[config.mk]
export PLATFORM = sky130hd
export DESIGN_NAME = midi_tx_queue
export DESIGN_NICKNAME = d
export VERILOG_FILES = /design/src/rtl/midi_pkg.sv /design/src/rtl/midi_byte_fifo.sv /design/src/rtl/midi_tx_queue.sv
export SDC_FILE = /design/constraint.sdc
export NUM_CORES = 1
export LEC_CHECK = 0
export ABC_CLOCK_PERIOD_IN_PS = 3300
export CORE_UTILIZATION = 54
export DETAILED_ROUTE_END_ITERATION = 6
export PLACE_DENSITY_LB_ADDON = 0.15
export SYNTH_ARGS = -nofsm -noshare
export SYNTH_HDL_FRONTEND = slang
export SYNTH_HIERARCHICAL = 1
export SYNTH_SLANG_ARGS = --single-unit
[constraint.sdc]
create_clock -name i_Clock -period 3.3 [get_ports i_Clock]
set_clock_uncertainty 0.2 [all_clocks]
set_input_delay 0.495 -clock i_Clock [delete_from_list [all_inputs] [get_ports i_Clock]]
set_output_delay 0.495 -clock i_Clock [all_outputs]
set_load 0.005 [all_outputs]
[src/rtl/midi_pkg.sv]
// Shared MIDI constants, launch FSM encodings and status-byte classifiers
// used by the MIDI-out transmit queue.
package midi_pkg;

    localparam logic [7:0] MIDI_STATUS_MIN = 8'h80;
    localparam logic [7:0] MIDI_CHAN_MAX   = 8'hEF;
    localparam logic [7:0] MIDI_SYSCOM_MAX = 8'hF7;
    localparam logic [7:0] MIDI_RT_MIN     = 8'hF8;

    typedef enum logic [1:0] {
        S_IDLE   = 2'd0,
        S_LAUNCH = 2'd1,
        S_BUSY   = 2'd2
    } tx_state_t;

    function automatic logic is_channel_status(input logic [7:0] b);
        return (b >= MIDI_STATUS_MIN) && (b <= MIDI_CHAN_MAX);
    endfunction

    function automatic logic is_system_common(input logic [7:0] b);
        return (b > MIDI_CHAN_MAX) && (b <= MIDI_SYSCOM_MAX);
    endfunction

endpackage

[src/rtl/midi_byte_fifo.sv]
// Synchronous byte FIFO with occupancy count; head byte is presented
// combinationally on dout. Pushes while full and pops while empty are ignored.
module midi_byte_fifo #(
    parameter int DEPTH = 16
) (
    input  logic                     i_Clock,
    input  logic                     i_Reset,
    input  logic                     push,
    input  logic                     pop,
    input  logic [7:0]               din,
    output logic [7:0]               dout,
    output logic                     full,
    output logic                     empty,
    output logic [$clog2(DEPTH):0]   count
);

    localparam int ADDR_W = $clog2(DEPTH);

    logic [7:0]        mem [DEPTH];
    logic [ADDR_W-1:0] wr_ptr;
    logic [ADDR_W-1:0] rd_ptr;
    logic              do_push;
    logic              do_pop;

    assign full    = (count == (ADDR_W + 1)'(DEPTH));
    assign empty   = (count == '0);
    assign do_push = push && !full;
    assign do_pop  = pop && !empty;
    assign dout    = mem[rd_ptr];

    // Storage carries no reset; only pointers and count define validity.
    always_ff @(posedge i_Clock) begin
        if (do_push) begin
            mem[wr_ptr] <= din;
        end
    end

    always_ff @(posedge i_Clock) begin
        if (i_Reset) begin
            wr_ptr <= '0;
            rd_ptr <= '0;
            count  <= '0;
        end else begin
            if (do_push) begin
                wr_ptr <= wr_ptr + 1'b1;
            end
            if (do_pop) begin
                rd_ptr <= rd_ptr + 1'b1;
            end
            case ({do_push, do_pop})
                2'b10:   count <= count + 1'b1;
                2'b01:   count <= count - 1'b1;
                default: count <= count;
            endcase
        end
    end

endmodule

[src/rtl/midi_tx_queue.sv]
// MIDI-out byte queue and launch sequencer feeding the UART transmitter.
// Define MIDI_RUNNING_STATUS_EN to drop repeated channel status bytes.
module midi_tx_queue
    import midi_pkg::*;
#(
    parameter int DEPTH = 16
) (
    input  logic                   i_Clock,
    input  logic                   i_Reset,
    input  logic                   i_Wr_DV,
    input  logic [7:0]             i_Wr_Byte,
    output logic                   o_Full,
    output logic [$clog2(DEPTH):0] o_Count,
    output logic                   o_Overflow,
    output logic                   o_Tx_DV,
    output logic [7:0]             o_Tx_Byte,
    input  logic                   i_Tx_Active,
    input  logic                   i_Tx_Done,
    output logic [1:0]             o_State
);

    // Transmitter handshake: o_Tx_DV is a single-cycle launch strobe with
    // o_Tx_Byte valid in that cycle (and held afterwards); a launch only starts
    // while i_Tx_Active=0, and the frame ends on the one-cycle i_Tx_Done pulse.

    tx_state_t  state;
    logic       fifo_full;
    logic       fifo_empty;
    logic [7:0] fifo_dout;
    logic       wr_req;
    logic       wr_accept;
    logic       pop;

`ifdef MIDI_RUNNING_STATUS_EN
    logic [7:0] last_status;
    logic       drop;

    assign drop = is_channel_status(i_Wr_Byte) && (i_Wr_Byte == last_status);

    // Last-status only follows bytes that actually entered the queue.
    always_ff @(posedge i_Clock) begin
        if (i_Reset) begin
            last_status <= 8'h00;
        end else if (wr_accept) begin
            if (is_channel_status(i_Wr_Byte)) begin
                last_status <= i_Wr_Byte;
            end else if (is_system_common(i_Wr_Byte)) begin
                last_status <= 8'h00;
            end
        end
    end

    assign wr_req = i_Wr_DV && !drop;
`else
    assign wr_req = i_Wr_DV;
`endif

    assign wr_accept = wr_req && !fifo_full;
    assign pop       = (state == S_IDLE) && !fifo_empty && !i_Tx_Active;
    assign o_Full    = fifo_full;
    assign o_State   = state;

    midi_byte_fifo #(
        .DEPTH(DEPTH)
    ) u_fifo (
        .i_Clock (i_Clock),
        .i_Reset (i_Reset),
        .push    (wr_accept),
        .pop     (pop),
        .din     (i_Wr_Byte),
        .dout    (fifo_dout),
        .full    (fifo_full),
        .empty   (fifo_empty),
        .count   (o_Count)
    );

    always_ff @(posedge i_Clock) begin
        if (i_Reset) begin
            o_Overflow <= 1'b0;
        end else begin
            o_Overflow <= wr_req && fifo_full;
        end
    end

    always_ff @(posedge i_Clock) begin
        if (i_Reset) begin
            state     <= S_IDLE;
            o_Tx_DV   <= 1'b0;
            o_Tx_Byte <= 8'h00;
        end else begin
            o_Tx_DV <= 1'b0;
            case (state)
                S_IDLE: begin
                    if (pop) begin
                        o_Tx_Byte <= fifo_dout;
                        o_Tx_DV   <= 1'b1;
                        state     <= S_LAUNCH;
                    end
                end
                S_LAUNCH: state <= S_BUSY;
                S_BUSY: begin
                    if (i_Tx_Done) begin
                        state <= S_IDLE;
                    end
                end
                default: state <= S_IDLE;
            endcase
        end
    end

endmodule
==> metrics.sh <==
RUN_STATUS='complete, but fails checks'
FAILED_CHECKS='DRC'
SYNTH_FA_HA_AREA_SHARE_PCT=1.54
DRT_FIRST_ITER_VIOLATIONS=232
LARGEST_FAMILY_OF_LOGIC_CELLS_BY_SYNTHESIZED_AREA='multiplexers'
POWER.SHARE.SWITCHING_PCT=24.9
POST_DRT_VIA_CELL_RATIO=5.73
SETUP_VIOLATIONS=0
PATH_BUF_INV=1
MIN_PERIOD_OVER_PERIOD_PCT=92.6
TRITONCTS='built'
WORST-SETUP-PATH-TYPE='register to register'
LAYOUT.CELL_AREA.NON_FILLER_SQ_UM=7610
PLACEDCELLCOUNT=529
FLOORPLAN.DIE.WIDTH_UM=112
CLOCK_TREE.ROOT_CELL='sky130_fd_sc_hd__clkbuf_16'
PORTBUFFERS=30
GRT_PASS1_VIAS=3338
POWER.INTERNAL_mW=4.06
POSTCTSSETUPREPAIRBUFS=0
MUXSHAREOFSYNTHAREA_PCT=17.2
CRIT_REQUIRED_NS=3.43
FINAL-INSTANCE-COUNT-EXCL-FILL=561
FLOORPLAN.DIE.HEIGHT_UM=112
DRT_WL_TOTAL_UM=11200
SYN-MEAN-INSTANCE-AREA_SQ_UM=18.4
POWER.STATIC_LEAKAGE_nW=2.57
POWER_FRAC_COMB_PCT=20.6
SYNTH-MAIN-FF-CELL='sky130_fd_sc_hd__edfxtp_1'
CRITPATHMOSTFREQUENTCELL='sky130_fd_sc_hd__ha_1'
P_SWITCHING_mW=1.34
CAP_VIOLATIONS=0
CRITICAL_PATH.MAX_FANOUT=6
MAXIMUM_NUMBER_OF_PINS_ON_ONE_NET_BEFORE_GLOBAL_ROUTE_REPAIR=33
WORST_SKEW_PAIR.LATE_LATENCY_NS=0.41
MAPPEDNETLISTNETS=374
IO_PINS=31
GRT_REMAINING_OVERFLOW=0
PLACED_AREA_SQ_UM=7030
SYNTH_EDF_COUNT=128
CRITPATHTOPFAMILY='simple AND/OR/NAND/NOR gates'
YS_FF_LATCH=157
CRITPATHSLOWESTCELL='sky130_fd_sc_hd__or4_4'
DR_TOTAL_VIAS=3216
YS_SEQ_AREA_SHARE_PCT=68.2
INITIAL_UTILIZATION_PCT=56.1
DRT-PASS1-ITER-COUNT=6
CTS_MAX_PATH_BUFFERS=2
POST_DRT_WL_PER_CELL_UM=20.0
SYNTH_CELL_TYPE_COUNT=45
SYNTHTOLAYOUTAREAGROWTH_PCT=17.4
SYNTHESIS.AREA_SQ_UM=6480
FILLERS=806
FINAL_LAYOUT_SIZE_SUFFIX_GT1_SHARE_PCT=17.2
WORST_HOLD_PATH_TYPE='register to register'
DIE_AREA_SQ_UM=12400
ROWS=39
CORE_AREA_SQ_UM=11600
SYNTH.YOSYS.WARNINGS=6
FINISH.NET_COUNT=426
SYNTH_COMPOUND_GATE_AREA_SHARE_PCT=2.86
CTS_BUFFERS=17
REPORT.FINAL.HOLD_VIOL_COUNT=0
CRIT_PATH_START_KIND='register'
WORST_MARGIN_SLEW_NS=0.670
FMAXACHIEVABLE_MHz=327
SETUP_REPAIR_AFTER_GLOBAL_ROUTING_MISSED_ITS_MARGIN='false'
SEQ_POWER_SHARE_PCT=44.2
NUM_ANTENNA_CELLS=0
FIN_SETUP_TNS_NS=0
SYNTHSIMPLEGATEAREAFRAC_PCT=6.68
CTS.SINK_COUNT=157
MAXSLEWVIOLCOUNT=0
POST_SYNTH_INST_COUNT=353
GLOBALROUTETOTALUTIL_PCT=19.9
POST_SYNTH_XOR_AREA_FRACTION_PCT=1.08
SETUP.WORST_PATH.END_CLASS='register'
ANT_NETS=0
CPPEAKSTAGEDELAY_NS=0.58
WORST_IR_DROP_VDD_mV=0.436
GRT_ANTENNA_BEFORE_REPAIR=0
CRITICAL_PATH_ARRIVAL_NS=3.18
PERIOD_MINUS_SLACK_NS=3.05
POWER_DENSITY_nW_PER_UM2=709
FIRST_PASS_GRT_WIRE_LENGTH_UM=18000
FRACTION_OF_REGISTERS_WITH_ASYNC_SET_RESET_PCT=0
GP_CONGESTION=0.824
DP.FINAL_HPWL_UM=7550
CLOCK_NETWORK_FRACTION_OF_TOTAL_POWER_PCT=35.2
TIMING.SLEW.HEADROOM_PCT=55.2
PATH_CELLS='or4_4 -> nor2_1 -> nor4_4 -> o21ai_4 -> inv_1 -> ha_1 -> xor2_1 -> ha_1 -> o21a_1 -> or4_1 -> a21oi_1'
WORST_SETUP_HOLD_PATH_CLK_SLEW_NS=0.06
CTS_MAX_LEVEL=4
DRC=4
-- synthesized netlist by cell type, types with 6 or more instances --
| cell type | count | area, sq um |
|---|---|---|
| sky130_fd_sc_hd__ha_1 | 8 | 100 |
| sky130_fd_sc_hd__clkbuf_1 | 9 | 33.8 |
| sky130_fd_sc_hd__edfxtp_1 | 128 | 3840 |
| sky130_fd_sc_hd__mux2i_1 | 11 | 110 |
| sky130_fd_sc_hd__dfxtp_1 | 29 | 581 |
| sky130_fd_sc_hd__mux4_2 | 12 | 270 |
| sky130_fd_sc_hd__xor2_1 | 7 | 61.3 |
| sky130_fd_sc_hd__nor3_1 | 7 | 35.0 |
| sky130_fd_sc_hd__nand2b_1 | 20 | 125 |
| sky130_fd_sc_hd__inv_1 | 6 | 22.5 |
| sky130_fd_sc_hd__nand2_1 | 7 | 26.3 |
| sky130_fd_sc_hd__mux4_1 | 28 | 736 |
| sky130_fd_sc_hd__nor2_1 | 27 | 101 |
-- timing repair --
action,4_1_cts,5_1_grt
endpoints found under the setup margin,0,1
endpoints found under the hold margin,0,0
gates resized for setup,0,1
hold buffers,0,0
-- power groups by stage --
stage / logic (mW) / registers [mW] / clock network (mW)
floorplan: 0.766 / 2.40 / 0
global placement: 1.08 / 2.42 / 0
detailed placement: 1.11 / 2.43 / 0
CTS: 1.11 / 2.39 / 1.93
global route: 1.20 / 2.40 / 2.01
finish: 1.11 / 2.39 / 1.90
-- tightest hold or removal path: stages (launching register included) --
cell                       delay, ns
sky130_fd_sc_hd__dfxtp_1        0.31
sky130_fd_sc_hd__nand2b_1       0.07
sky130_fd_sc_hd__mux2i_1        0.06
-- final cells by class --
cell class	instances	area (sq um)	area share, %
Clock buffer	18	429	5.64
Clock inverter	14	151	1.99
Inverter	7	27.5	0.362
Multi-Input combinational cell	168	1910	25.1
Sequential cell	157	4430	58.1
Tap cell	143	179	2.35
Timing Repair Buffer	54	493	6.47
-- metrics by stage --
step                      worst slack [ns]  hold WS (ns)  total power, mW  util (%)
after detailed placement             0.177         0.272             3.54      60.8
final                                0.245         0.280             5.40      65.8
after global placement               0.276         0.260             3.50      60.8
after global routing                0.0183         0.307             5.61      65.8
after floorplan                     0.0137         0.265             3.17         -
after CTS                            0.152         0.284             5.43      65.8
-- cell families (layout without fill, tap and decap cells) --
kind of cell	count (synthesis)	count (layout)
DFF	157	157
and+or+nand+nor	79	79
muxes	51	51
buffers and inverters	28	93
AOI/OAI and AO/OA	22	22
adders and majority gates	8	8
xor gates and xnor gates	8	8
-- registers in the layout (all words and copies together) (netlist names), named ones only --
signal / cells
o_Overflow: 1
o_State: 2
o_Tx_Byte: 8
o_Tx_DV: 1
u_fifo/count: 5
u_fifo/mem: 128
u_fifo/rd_ptr: 4
u_fifo/wr_ptr: 4
-- layer usage --
metal	GRT usage (%)	vias to the layer above	wire, um
met5	0	-	0
met1	26.5	1626	5220
met3	4.90	12	363
met4	7.30	0	112
met2	32.3	62	5530
li1	-	1516	-
-- final timing paths --
check                           depth (start not counted)  slack, ns       startpoint              end
worst min register to register                          2       0.28     o_Tx_Byte[3]     o_Tx_Byte[3]
worst max register to register                         11       0.25  u_fifo/count[0]  u_fifo/count[2]
worst min-delay path                                    2       0.28     o_Tx_Byte[3]     o_Tx_Byte[3]
worst max-delay path                                   11       0.25  u_fifo/count[0]  u_fifo/count[2]
-- layout by cell type (no fill, tap or decap), types with 4 or more instances in the layout --
cell type and instances:
sky130_fd_sc_hd__clkinv_2 6, sky130_fd_sc_hd__nand2_1 7, sky130_fd_sc_hd__mux4_2 12, sky130_fd_sc_hd__mux2i_1 11
sky130_fd_sc_hd__xor2_1 7, sky130_fd_sc_hd__clkbuf_16 17, sky130_fd_sc_hd__ha_1 8, sky130_fd_sc_hd__edfxtp_1 128
sky130_fd_sc_hd__buf_4 23, sky130_fd_sc_hd__inv_1 6, sky130_fd_sc_hd__clkdlybuf4s50_1 30, sky130_fd_sc_hd__o21a_1 4
sky130_fd_sc_hd__nor3_1 7, sky130_fd_sc_hd__dfxtp_1 28, sky130_fd_sc_hd__a21oi_1 4, sky130_fd_sc_hd__mux4_1 28
sky130_fd_sc_hd__nand2b_1 20, sky130_fd_sc_hd__nor2_1 27
Power figures use the tool's default switching activity.
